**src/rtl/vc_input_unit_if.sv**
```systemverilog
// Handshake and data bundle of the multi-VC router input unit.
// slave is the input unit side; master is the router/allocator side.
interface vc_input_unit_if #(
    parameter int D_WIDTH   = 32,
    parameter int NUM_VCS   = 4,
    parameter int VID_BITS  = 2,
    parameter int DEST_BITS = 4,
    parameter int CNT_BITS  = 4
);
    logic                        in_valid;
    logic [D_WIDTH-1:0]          in_flit;
    logic [NUM_VCS-1:0]          rc_req, rc_gnt, vc_req, vc_gnt, sa_req, sa_gnt;
    logic [DEST_BITS-1:0]        rc_route, out_route;
    logic [VID_BITS-1:0]         vc_ovid, out_ovid, credit_vc;
    logic                        out_valid, credit_valid, err_overflow, err_protocol;
    logic [D_WIDTH-1:0]          out_flit;
    logic [NUM_VCS*CNT_BITS-1:0] vc_count;

    modport master (
        output in_valid, in_flit, rc_gnt, rc_route, vc_gnt, vc_ovid, sa_gnt,
        input  rc_req, vc_req, sa_req, out_valid, out_flit, out_route, out_ovid,
               credit_valid, credit_vc, vc_count, err_overflow, err_protocol
    );

    modport slave (
        input  in_valid, in_flit, rc_gnt, rc_route, vc_gnt, vc_ovid, sa_gnt,
        output rc_req, vc_req, sa_req, out_valid, out_flit, out_route, out_ovid,
               credit_valid, credit_vc, vc_count, err_overflow, err_protocol
    );
endinterface

```
**src/rtl/vc_input_unit.sv**
```systemverilog
// Multi-VC router input unit: per-VC FIFO + RC/VA/SA bid FSM, switch mux, credit return.
// Define VC_SINGLE_FLIT_EN to accept type 00 as a head+tail flit; otherwise it is illegal.
module vc_input_lane #(
    parameter int D_WIDTH   = 32,
    parameter int VC_DEPTH  = 8,
    parameter int VID_BITS  = 2,
    parameter int DEST_BITS = 4,
    parameter int CNT_BITS  = 4
) (
    input  logic                 clk,
    input  logic                 rst,
    input  logic                 wr_en,
    input  logic [D_WIDTH-1:0]   wr_flit,
    input  logic                 rc_gnt,
    input  logic [DEST_BITS-1:0] rc_route,
    input  logic                 vc_gnt,
    input  logic [VID_BITS-1:0]  vc_ovid,
    input  logic                 sa_gnt,
    output logic                 rc_req,
    output logic                 vc_req,
    output logic                 sa_req,
    output logic                 bad_pop,
    output logic                 ovf,
    output logic [D_WIDTH-1:0]   front,
    output logic [DEST_BITS-1:0] route,
    output logic [VID_BITS-1:0]  ovid,
    output logic [CNT_BITS-1:0]  count
);
    localparam int PTR_W = $clog2(VC_DEPTH);

    typedef enum logic [1:0] {RC_BID, VC_BID, SA_BID} bid_state_e;

    bid_state_e         state, state_nxt;
    logic [D_WIDTH-1:0] mem [VC_DEPTH];
    logic [PTR_W-1:0]   wr_ptr, rd_ptr;
    logic [1:0]         ftype;
    logic               empty, full, is_head, is_tail, sa_pop, pop, wr_ok;

    assign front = mem[rd_ptr];
    assign ftype = front[D_WIDTH-1 -: 2];
    assign empty = (count == '0);
    assign full  = (count == CNT_BITS'(VC_DEPTH));
`ifdef VC_SINGLE_FLIT_EN
    assign is_head = (ftype == 2'b11) || (ftype == 2'b00);
    assign is_tail = (ftype == 2'b01) || (ftype == 2'b00);
`else
    assign is_head = (ftype == 2'b11);
    assign is_tail = (ftype == 2'b01);
`endif

    // A non-head at the front in RC_BID is discarded rather than routed.
    assign rc_req  = !empty && (state == RC_BID) && is_head;
    assign bad_pop = !empty && (state == RC_BID) && !is_head;
    assign vc_req  = !empty && (state == VC_BID);
    assign sa_req  = !empty && (state == SA_BID);
    assign sa_pop  = sa_req && sa_gnt;
    assign pop     = sa_pop || bad_pop;
    assign wr_ok   = wr_en && (!full || pop);
    assign ovf     = wr_en && full && !pop;

    always_comb begin
        state_nxt = state;
        unique case (state)
            RC_BID:  if (rc_req && rc_gnt) state_nxt = VC_BID;
            VC_BID:  if (vc_req && vc_gnt) state_nxt = SA_BID;
            SA_BID:  if (sa_pop && is_tail) state_nxt = RC_BID;
            default: state_nxt = RC_BID;
        endcase
    end

    always_ff @(posedge clk) begin
        if (rst) begin
            state  <= RC_BID;
            wr_ptr <= '0;
            rd_ptr <= '0;
            count  <= '0;
            route  <= '0;
            ovid   <= '0;
        end else begin
            state <= state_nxt;
            if (wr_ok) wr_ptr <= wr_ptr + PTR_W'(1);
            if (pop) rd_ptr <= rd_ptr + PTR_W'(1);
            if (wr_ok && !pop) count <= count + CNT_BITS'(1);
            else if (pop && !wr_ok) count <= count - CNT_BITS'(1);
            if (rc_req && rc_gnt) route <= rc_route;
            if (vc_req && vc_gnt) ovid <= vc_ovid;
        end
    end

    always_ff @(posedge clk) begin
        if (wr_ok) mem[wr_ptr] <= wr_flit;
    end
endmodule

module vc_input_unit #(
    parameter int D_WIDTH   = 32,
    parameter int NUM_VCS   = 4,
    parameter int VC_DEPTH  = 8,
    parameter int VID_BITS  = 2,
    parameter int DEST_BITS = 4,
    parameter int CNT_BITS  = 4
) (
    input logic          clk,
    input logic          rst,
    vc_input_unit_if.slave bus
);
    logic [VID_BITS-1:0]                  in_vid;
    logic                                 vid_ok, type_ok, in_legal;
    logic [NUM_VCS-1:0]                   rc_req, vc_req, sa_req, rc_eff, vc_eff, sa_eff;
    logic [NUM_VCS-1:0]                   wr_en, bad_pop, ovf;
    logic [NUM_VCS-1:0][D_WIDTH-1:0]      front;
    logic [NUM_VCS-1:0][DEST_BITS-1:0]    route;
    logic [NUM_VCS-1:0][VID_BITS-1:0]     ovid;
    logic [NUM_VCS-1:0][CNT_BITS-1:0]     count;
    logic [D_WIDTH-1:0]                   flit_mux;
    logic [DEST_BITS-1:0]                 route_mux;
    logic [VID_BITS-1:0]                  ovid_mux, pop_vc;
    logic                                 credit_valid_q, err_ovf_q, err_proto_q;
    logic [VID_BITS-1:0]                  credit_vc_q;

    function automatic logic [NUM_VCS-1:0] lowest(input logic [NUM_VCS-1:0] x);
        return x & (~x + NUM_VCS'(1));
    endfunction

    assign in_vid = bus.in_flit[D_WIDTH-3 -: VID_BITS];
    assign vid_ok = {1'b0, in_vid} < (VID_BITS+1)'(NUM_VCS);
`ifdef VC_SINGLE_FLIT_EN
    assign type_ok = 1'b1;
`else
    assign type_ok = (bus.in_flit[D_WIDTH-1 -: 2] != 2'b00);
`endif
    assign in_legal = bus.in_valid && vid_ok && type_ok;

    // Grants are qualified by requests before picking the lowest bit, so
    // out_valid is exactly |(sa_gnt & sa_req).
    assign rc_eff = lowest(bus.rc_gnt & rc_req);
    assign vc_eff = lowest(bus.vc_gnt & vc_req);
    assign sa_eff = lowest(bus.sa_gnt & sa_req);

    for (genvar v = 0; v < NUM_VCS; v++) begin : g_lane
        assign wr_en[v] = in_legal && (in_vid == VID_BITS'(v));

        vc_input_lane #(
            .D_WIDTH(D_WIDTH), .VC_DEPTH(VC_DEPTH), .VID_BITS(VID_BITS),
            .DEST_BITS(DEST_BITS), .CNT_BITS(CNT_BITS)
        ) u_lane (
            .clk(clk), .rst(rst),
            .wr_en(wr_en[v]), .wr_flit(bus.in_flit),
            .rc_gnt(rc_eff[v]), .rc_route(bus.rc_route),
            .vc_gnt(vc_eff[v]), .vc_ovid(bus.vc_ovid),
            .sa_gnt(sa_eff[v]),
            .rc_req(rc_req[v]), .vc_req(vc_req[v]), .sa_req(sa_req[v]),
            .bad_pop(bad_pop[v]), .ovf(ovf[v]),
            .front(front[v]), .route(route[v]), .ovid(ovid[v]), .count(count[v])
        );
    end

    always_comb begin
        flit_mux  = '0;
        route_mux = '0;
        ovid_mux  = '0;
        pop_vc    = '0;
        for (int v = 0; v < NUM_VCS; v++) begin
            if (sa_eff[v]) begin
                flit_mux  = front[v];
                route_mux = route[v];
                ovid_mux  = ovid[v];
                pop_vc    = VID_BITS'(v);
            end
        end
    end

    always_ff @(posedge clk) begin
        if (rst) begin
            credit_valid_q <= 1'b0;
            credit_vc_q    <= '0;
            err_ovf_q      <= 1'b0;
            err_proto_q    <= 1'b0;
        end else begin
            credit_valid_q <= |sa_eff;
            credit_vc_q    <= pop_vc;
            err_ovf_q      <= err_ovf_q | (|ovf);
            err_proto_q    <= err_proto_q | (bus.in_valid && !(vid_ok && type_ok)) | (|bad_pop);
        end
    end

    assign bus.rc_req       = rc_req;
    assign bus.vc_req       = vc_req;
    assign bus.sa_req       = sa_req;
    assign bus.out_valid    = |sa_eff;
    assign bus.out_flit     = flit_mux;
    assign bus.out_route    = route_mux;
    assign bus.out_ovid     = ovid_mux;
    assign bus.credit_valid = credit_valid_q;
    assign bus.credit_vc    = credit_vc_q;
    assign bus.vc_count     = count;
    assign bus.err_overflow = err_ovf_q;
    assign bus.err_protocol = err_proto_q;
endmodule

```
**src/flat_wrapper.sv**
```systemverilog
// flat-port wrapper written by rule: the top's interface ports become plain ports
module vc_input_unit_flat 
#(
    parameter int D_WIDTH   = 32,
    parameter int NUM_VCS   = 4,
    parameter int VC_DEPTH  = 8,
    parameter int VID_BITS  = 2,
    parameter int DEST_BITS = 4,
    parameter int CNT_BITS  = 4
)
  (clk, rst, bus_in_valid, bus_in_flit, bus_rc_gnt, bus_rc_route, bus_vc_gnt, bus_vc_ovid, bus_sa_gnt, bus_rc_req, bus_vc_req, bus_sa_req, bus_out_valid, bus_out_flit, bus_out_route, bus_out_ovid, bus_credit_valid, bus_credit_vc, bus_vc_count, bus_err_overflow, bus_err_protocol);
  vc_input_unit_if #(.D_WIDTH(D_WIDTH), .NUM_VCS(NUM_VCS), .VID_BITS(VID_BITS), .DEST_BITS(DEST_BITS), .CNT_BITS(CNT_BITS)) bus_i ();
  input logic clk;
  input logic rst;
  input wire logic [$bits(bus_i.in_valid)-1:0] bus_in_valid;
  input wire logic [$bits(bus_i.in_flit)-1:0] bus_in_flit;
  input wire logic [$bits(bus_i.rc_gnt)-1:0] bus_rc_gnt;
  input wire logic [$bits(bus_i.rc_route)-1:0] bus_rc_route;
  input wire logic [$bits(bus_i.vc_gnt)-1:0] bus_vc_gnt;
  input wire logic [$bits(bus_i.vc_ovid)-1:0] bus_vc_ovid;
  input wire logic [$bits(bus_i.sa_gnt)-1:0] bus_sa_gnt;
  output wire logic [$bits(bus_i.rc_req)-1:0] bus_rc_req;
  output wire logic [$bits(bus_i.vc_req)-1:0] bus_vc_req;
  output wire logic [$bits(bus_i.sa_req)-1:0] bus_sa_req;
  output wire logic [$bits(bus_i.out_valid)-1:0] bus_out_valid;
  output wire logic [$bits(bus_i.out_flit)-1:0] bus_out_flit;
  output wire logic [$bits(bus_i.out_route)-1:0] bus_out_route;
  output wire logic [$bits(bus_i.out_ovid)-1:0] bus_out_ovid;
  output wire logic [$bits(bus_i.credit_valid)-1:0] bus_credit_valid;
  output wire logic [$bits(bus_i.credit_vc)-1:0] bus_credit_vc;
  output wire logic [$bits(bus_i.vc_count)-1:0] bus_vc_count;
  output wire logic [$bits(bus_i.err_overflow)-1:0] bus_err_overflow;
  output wire logic [$bits(bus_i.err_protocol)-1:0] bus_err_protocol;
  assign bus_i.in_valid = bus_in_valid;
  assign bus_i.in_flit = bus_in_flit;
  assign bus_i.rc_gnt = bus_rc_gnt;
  assign bus_i.rc_route = bus_rc_route;
  assign bus_i.vc_gnt = bus_vc_gnt;
  assign bus_i.vc_ovid = bus_vc_ovid;
  assign bus_i.sa_gnt = bus_sa_gnt;
  assign bus_rc_req = bus_i.rc_req;
  assign bus_vc_req = bus_i.vc_req;
  assign bus_sa_req = bus_i.sa_req;
  assign bus_out_valid = bus_i.out_valid;
  assign bus_out_flit = bus_i.out_flit;
  assign bus_out_route = bus_i.out_route;
  assign bus_out_ovid = bus_i.out_ovid;
  assign bus_credit_valid = bus_i.credit_valid;
  assign bus_credit_vc = bus_i.credit_vc;
  assign bus_vc_count = bus_i.vc_count;
  assign bus_err_overflow = bus_i.err_overflow;
  assign bus_err_protocol = bus_i.err_protocol;
  vc_input_unit #(.D_WIDTH(D_WIDTH), .NUM_VCS(NUM_VCS), .VC_DEPTH(VC_DEPTH), .VID_BITS(VID_BITS), .DEST_BITS(DEST_BITS), .CNT_BITS(CNT_BITS)) u_core (.clk(clk), .rst(rst), .bus(bus_i));
endmodule
```
**config.mk**
```make
export PLATFORM = sky130hd
export DESIGN_NAME = vc_input_unit_flat
export DESIGN_NICKNAME = d
export VERILOG_FILES = /design/src/rtl/vc_input_unit_if.sv /design/src/rtl/vc_input_unit.sv /design/src/flat_wrapper.sv
export SDC_FILE = /design/constraint.sdc
export NUM_CORES = 1
export LEC_CHECK = 0
export CORE_MARGIN = 2
export CORE_UTILIZATION = 50
export CTS_BUF_LIST = sky130_fd_sc_hd__clkbuf_4 sky130_fd_sc_hd__clkbuf_8 sky130_fd_sc_hd__clkbuf_16
export DETAILED_ROUTE_END_ITERATION = 16
export PLACE_DENSITY = 0.69
export SYNTH_ARGS = -nofsm -noshare
export SYNTH_HDL_FRONTEND = slang
export SYNTH_SLANG_ARGS = --single-unit
```
**constraint.sdc**
```tcl
create_clock -name clk -period 6.3 [get_ports clk]
set_input_delay 1.26 -clock clk [delete_from_list [all_inputs] [get_ports clk]]
set_output_delay 1.26 -clock clk [all_outputs]
set_load 0.02 [all_outputs]
```
==> results.sh <==
export IMPL_syn_to_final_growth_pct=14.98
export IMPL_synthTopCellsByArea="edfxtp_1 (71%), mux4_2 (13%), dfxtp_1 (4.1%)"
export IMPL_cts_resized=0
export IMPL_synth_cells=2054
export IMPL_tritoncts_num_buffers=106
export IMPL_rows=107
export IMPL_critPathMaxStageDelay_ps=640
export IMPL_worstHoldPathType="reg -> reg"
export IMPL_grt_pass1_wl_um=150300
export IMPL_setup_viol=0
export IMPL_num_vias=21460
export IMPL_post_cts_buffers=0
export IMPL_critPathCapture="bus_out_ovid[1]"
export IMPL_intPower_mw=13.59
export IMPL_final_nets=2315
export IMPL_worst_path_stages=8
export IMPL_power_leakage_nw=15.27
export IMPL_crit_top_cell="clkdlybuf4s50_1"
export IMPL_synth_async_reset_ratio=0
export IMPL_drt_iter0_drc=2234
export IMPL_place_detailed_hpwl_um=59250
export IMPL_synth_ff_type="edfxtp_1"
export IMPL_grt_max_degree=82
export IMPL_crit_path_start="bus_sa_gnt[0]"
export IMPL_crit_fanout=22
export IMPL_hold_slack_ps=487.6
export IMPL_cp_top_family="buffers and inverters"
export IMPL_clk_pin_slew_ps=60
export IMPL_synth_cell_type_count=61
export IMPL_cap_viol_max_count=0
export IMPL_post_route_period_util=0.9282
export IMPL_hold_buffers=0
export IMPL_cp_slowest_cell="clkdlybuf4s50_1"
export IMPL_synth_edf_count=1024
export IMPL_io_buffers=124
export IMPL_skew_ps=23.58
export IMPL_finalMaxSlewViolations=0
export IMPL_ff2ff_path_depth=7
export IMPL_cts_tree="yes"
export IMPL_place_congestion=0.8449
export IMPL_drive_gt1_frac=0.2391
export IMPL_post_drt_wl_per_cell_um=29.44
export IMPL_timing_rr_end="u_core.g_lane[1].u_lane.mem[1][26]"
export IMPL_start_kind="input port"
export IMPL_antenna_found_initial=0
export IMPL_clockBufferDepth=3
export IMPL_synth_nets=2131
export IMPL_setup_ws_ps=452.1
export IMPL_start_util=0.5057
export IMPL_path_cells="clkdlybuf4s50_1 > nand3b_1 > or2_2 > nand3_2 > buf_4 > o22ai_1 > a21oi_1 > clkdlybuf4s50_1"
export IMPL_drc=0
export IMPL_grt_pass1_vias=22110
export IMPL_fmax_ghz=0.1710
export IMPL_holdPathStages=2
export IMPL_coreArea_mm2=0.08528
export IMPL_status="complete, no violations"
export IMPL_grt_ovfl_total=0
export IMPL_fin_setup_tns_ps=0
export IMPL_detailedPlace_worstSlack_ps=500.8
export IMPL_track_usage=0.2320
export IMPL_htree_levels=3
export IMPL_fin_crit_ps=5848
export IMPL_diodes=0
export IMPL_synth_largest_area_cell="edfxtp_1"
export IMPL_die_area_mm2=0.08862
export IMPL_root_buffer="clkbuf_16"
export IMPL_worst_pin_slew_ps=1168
export IMPL_critPathRequiredTime_ps=5040
export IMPL_worstSetupPathType="in -> out"
export IMPL_crit_path_end_kind="output port"
export IMPL_p_clk_frac=0.352
export IMPL_yosys_warnings=0
export IMPL_p_seq_frac=0.478
export IMPL_total_power_mw=18.30
export IMPL_die_height_um=297.7
export IMPL_reg2reg_slack_ps=1400
export IMPL_die_w_um=297.7
export IMPL_switching_share=0.2573
export IMPL_synth_avg_cell_area_um2=21.00
export IMPL_ys_ff_latch=1113
export IMPL_insertion_delay_ps=660
export IMPL_grt_setup_unrepaired="false"
export IMPL_numClockSinks=1113
export IMPL_totalWireLength_um=102100
export IMPL_max_slew_margin=0.2188
export IMPL_dr_pass1_iters=6
export IMPL_p_switching_mw=4.709
export IMPL_synth_top_cell_area_share=0.7130
export IMPL_vdd_ir_drop_max_mv=0.2629
export IMPL_combPwrFrac=0.170
export IMPL_hold_viol_final=0
export IMPL_drt_vias_per_instance=6.187
export IMPL_path_buf_inv=3
export IMPL_final_antenna_net_count=0
export IMPL_netlist_area_mm2=0.04313
export IMPL_io_pins=125
export IMPL_worst_ep_arrival_time_ps=4590
export IMPL_yosysSeqAreaShare=0.7543
export IMPL_p_per_area_mw_per_mm2=369.1
-- worst reg2reg max path: stages, from the launching register on --
cell and delay (ps):
dfxtp_4 830, mux4_2 610, mux2i_1 730, o21ai_1 380, a31oi_2 630, nor2b_1 300, and3b_2 670, buf_4 410
-- power by group through the flow --
stage / registers, mW / clock network [mW] / logic [mW]
after CTS: 8.77 / 6.52 / 3.14
after global routing: 8.81 / 6.81 / 3.32
after floorplan: 8.51 / 0 / 2.43
final: 8.76 / 6.44 / 3.10
after detailed placement: 8.93 / 0 / 3.13
after global placement: 8.92 / 0 / 3.07
-- sequential cells by signal, summed over array words and instances (netlist names), named ones only --
register / flops
u_core.bus.credit_vc: 2
u_core.bus.err_overflow: 1
u_core.bus.credit_valid: 1
u_core.bus.err_protocol: 1
u_core.g_lane.u_lane.route: 16
u_core.g_lane.u_lane.state: 8
u_core.g_lane.u_lane.count: 16
u_core.g_lane.u_lane.ovid: 8
u_core.g_lane.u_lane.wr_ptr: 12
u_core.g_lane.u_lane.rd_ptr: 12
u_core.g_lane.u_lane.mem: 1024
-- logic make-up (layout without fill, tap and decap cells) --
group / count (synthesis) / in the layout / synth area share
adders and majority gates: 24 / 24 / 0.007659
and+or+nand+nor: 199 / 199 / 0.02362
AOI/OAI and AO/OA: 150 / 150 / 0.02585
DFF: 1113 / 1113 / 0.7543
buffers and inverters: 128 / 399 / 0.01268
muxes: 416 / 416 / 0.1710
xor gates and xnor gates: 24 / 24 / 0.004874
-- cell type report --
class,instances,area (µm²)
fillers,6021,35700
flip-flops and latches,1113,32570
multi-input cells,813,10230
clock buffers,129,2884
repair buffers,191,1777
well taps,1144,1431
clock inverters,66,645.6
inverters,13,48.80
-- per-stage QoR --
stage               utilization  area, µm²  std cells
floorplan                     -      43130       2054
global placement         0.5400      46060       3274
detailed placement       0.5400      46060       3274
CTS                      0.5814      49590       3469
global route             0.5814      49590       3469
finish                   0.5814      49590       3469
-- layer usage --
| layer | track usage | share of wire |
|---|---|---|
| met1 | 0.3222 | 0.41 |
| met2 | 0.3918 | 0.51 |
| met3 | 0.02873 | 0.063 |
| met4 | 0.06337 | 0.020 |
| met5 | 0 | 0 |
-- Yosys cell counts, types with 4 or more instances --
master / instances
a21boi_1: 4
a21o_1: 4
a21oi_1: 34
a22oi_1: 7
a31oi_1: 7
and3_1: 5
and3b_1: 4
buf_1: 31
buf_2: 5
buf_4: 12
clkbuf_1: 65
dfxtp_1: 89
edfxtp_1: 1024
fa_1: 4
ha_1: 20
inv_1: 10
mux2_2: 6
mux2i_1: 154
mux4_2: 256
nand2_1: 25
nand2b_1: 4
nand3_1: 8
nand3b_1: 4
nand4_1: 4
nor2_1: 80
nor3_1: 21
nor3b_1: 14
nor4_1: 6
nor4b_1: 4
o21ai_0: 5
o21ai_1: 8
o221ai_1: 30
o22a_1: 30
o22ai_1: 7
or3_1: 5
xnor2_1: 13
xor2_1: 11
-- how the worst min path moves through the flow --
| stage | slack [ps] | to | start |
|---|---|---|---|
| floorplan | 440 | u_core.g_lane[0].u_lane.ovid[0] | u_core.g_lane[0].u_lane.ovid[0] |
| global placement | 460 | u_core.g_lane[0].u_lane.ovid[0] | u_core.g_lane[0].u_lane.ovid[0] |
| detailed placement | 470 | u_core.g_lane[0].u_lane.ovid[1] | u_core.g_lane[0].u_lane.ovid[1] |
| CTS | 480 | u_core.g_lane[0].u_lane.ovid[1] | u_core.g_lane[0].u_lane.ovid[1] |
| global route | 500 | u_core.g_lane[0].u_lane.ovid[0] | u_core.g_lane[0].u_lane.ovid[0] |
| finish | 490 | u_core.g_lane[0].u_lane.ovid[1] | u_core.g_lane[0].u_lane.ovid[1] |
-- layout by cell type, fill, tap and decap left out, types with 11 or more instances in the layout --
cell type	Yosys	layout
o22a_1	30	30
clkdlybuf4s50_1	0	123
edfxtp_1	1024	1024
nor2_1	80	73
nor3b_2	2	11
a21oi_1	34	34
mux4_2	256	256
clkbuf_4	0	19
clkinv_2	0	18
mux2i_1	154	154
clkinv_1	0	27
ha_1	20	20
xnor2_1	13	13
dfxtp_1	89	77
xor2_1	11	11
clkbuf_16	0	109
nand2_1	25	25
nor3_1	21	12
buf_4	12	64
o221ai_1	30	30
bufinv_16	0	13
Note: power is estimated with default switching activity, not from simulation.
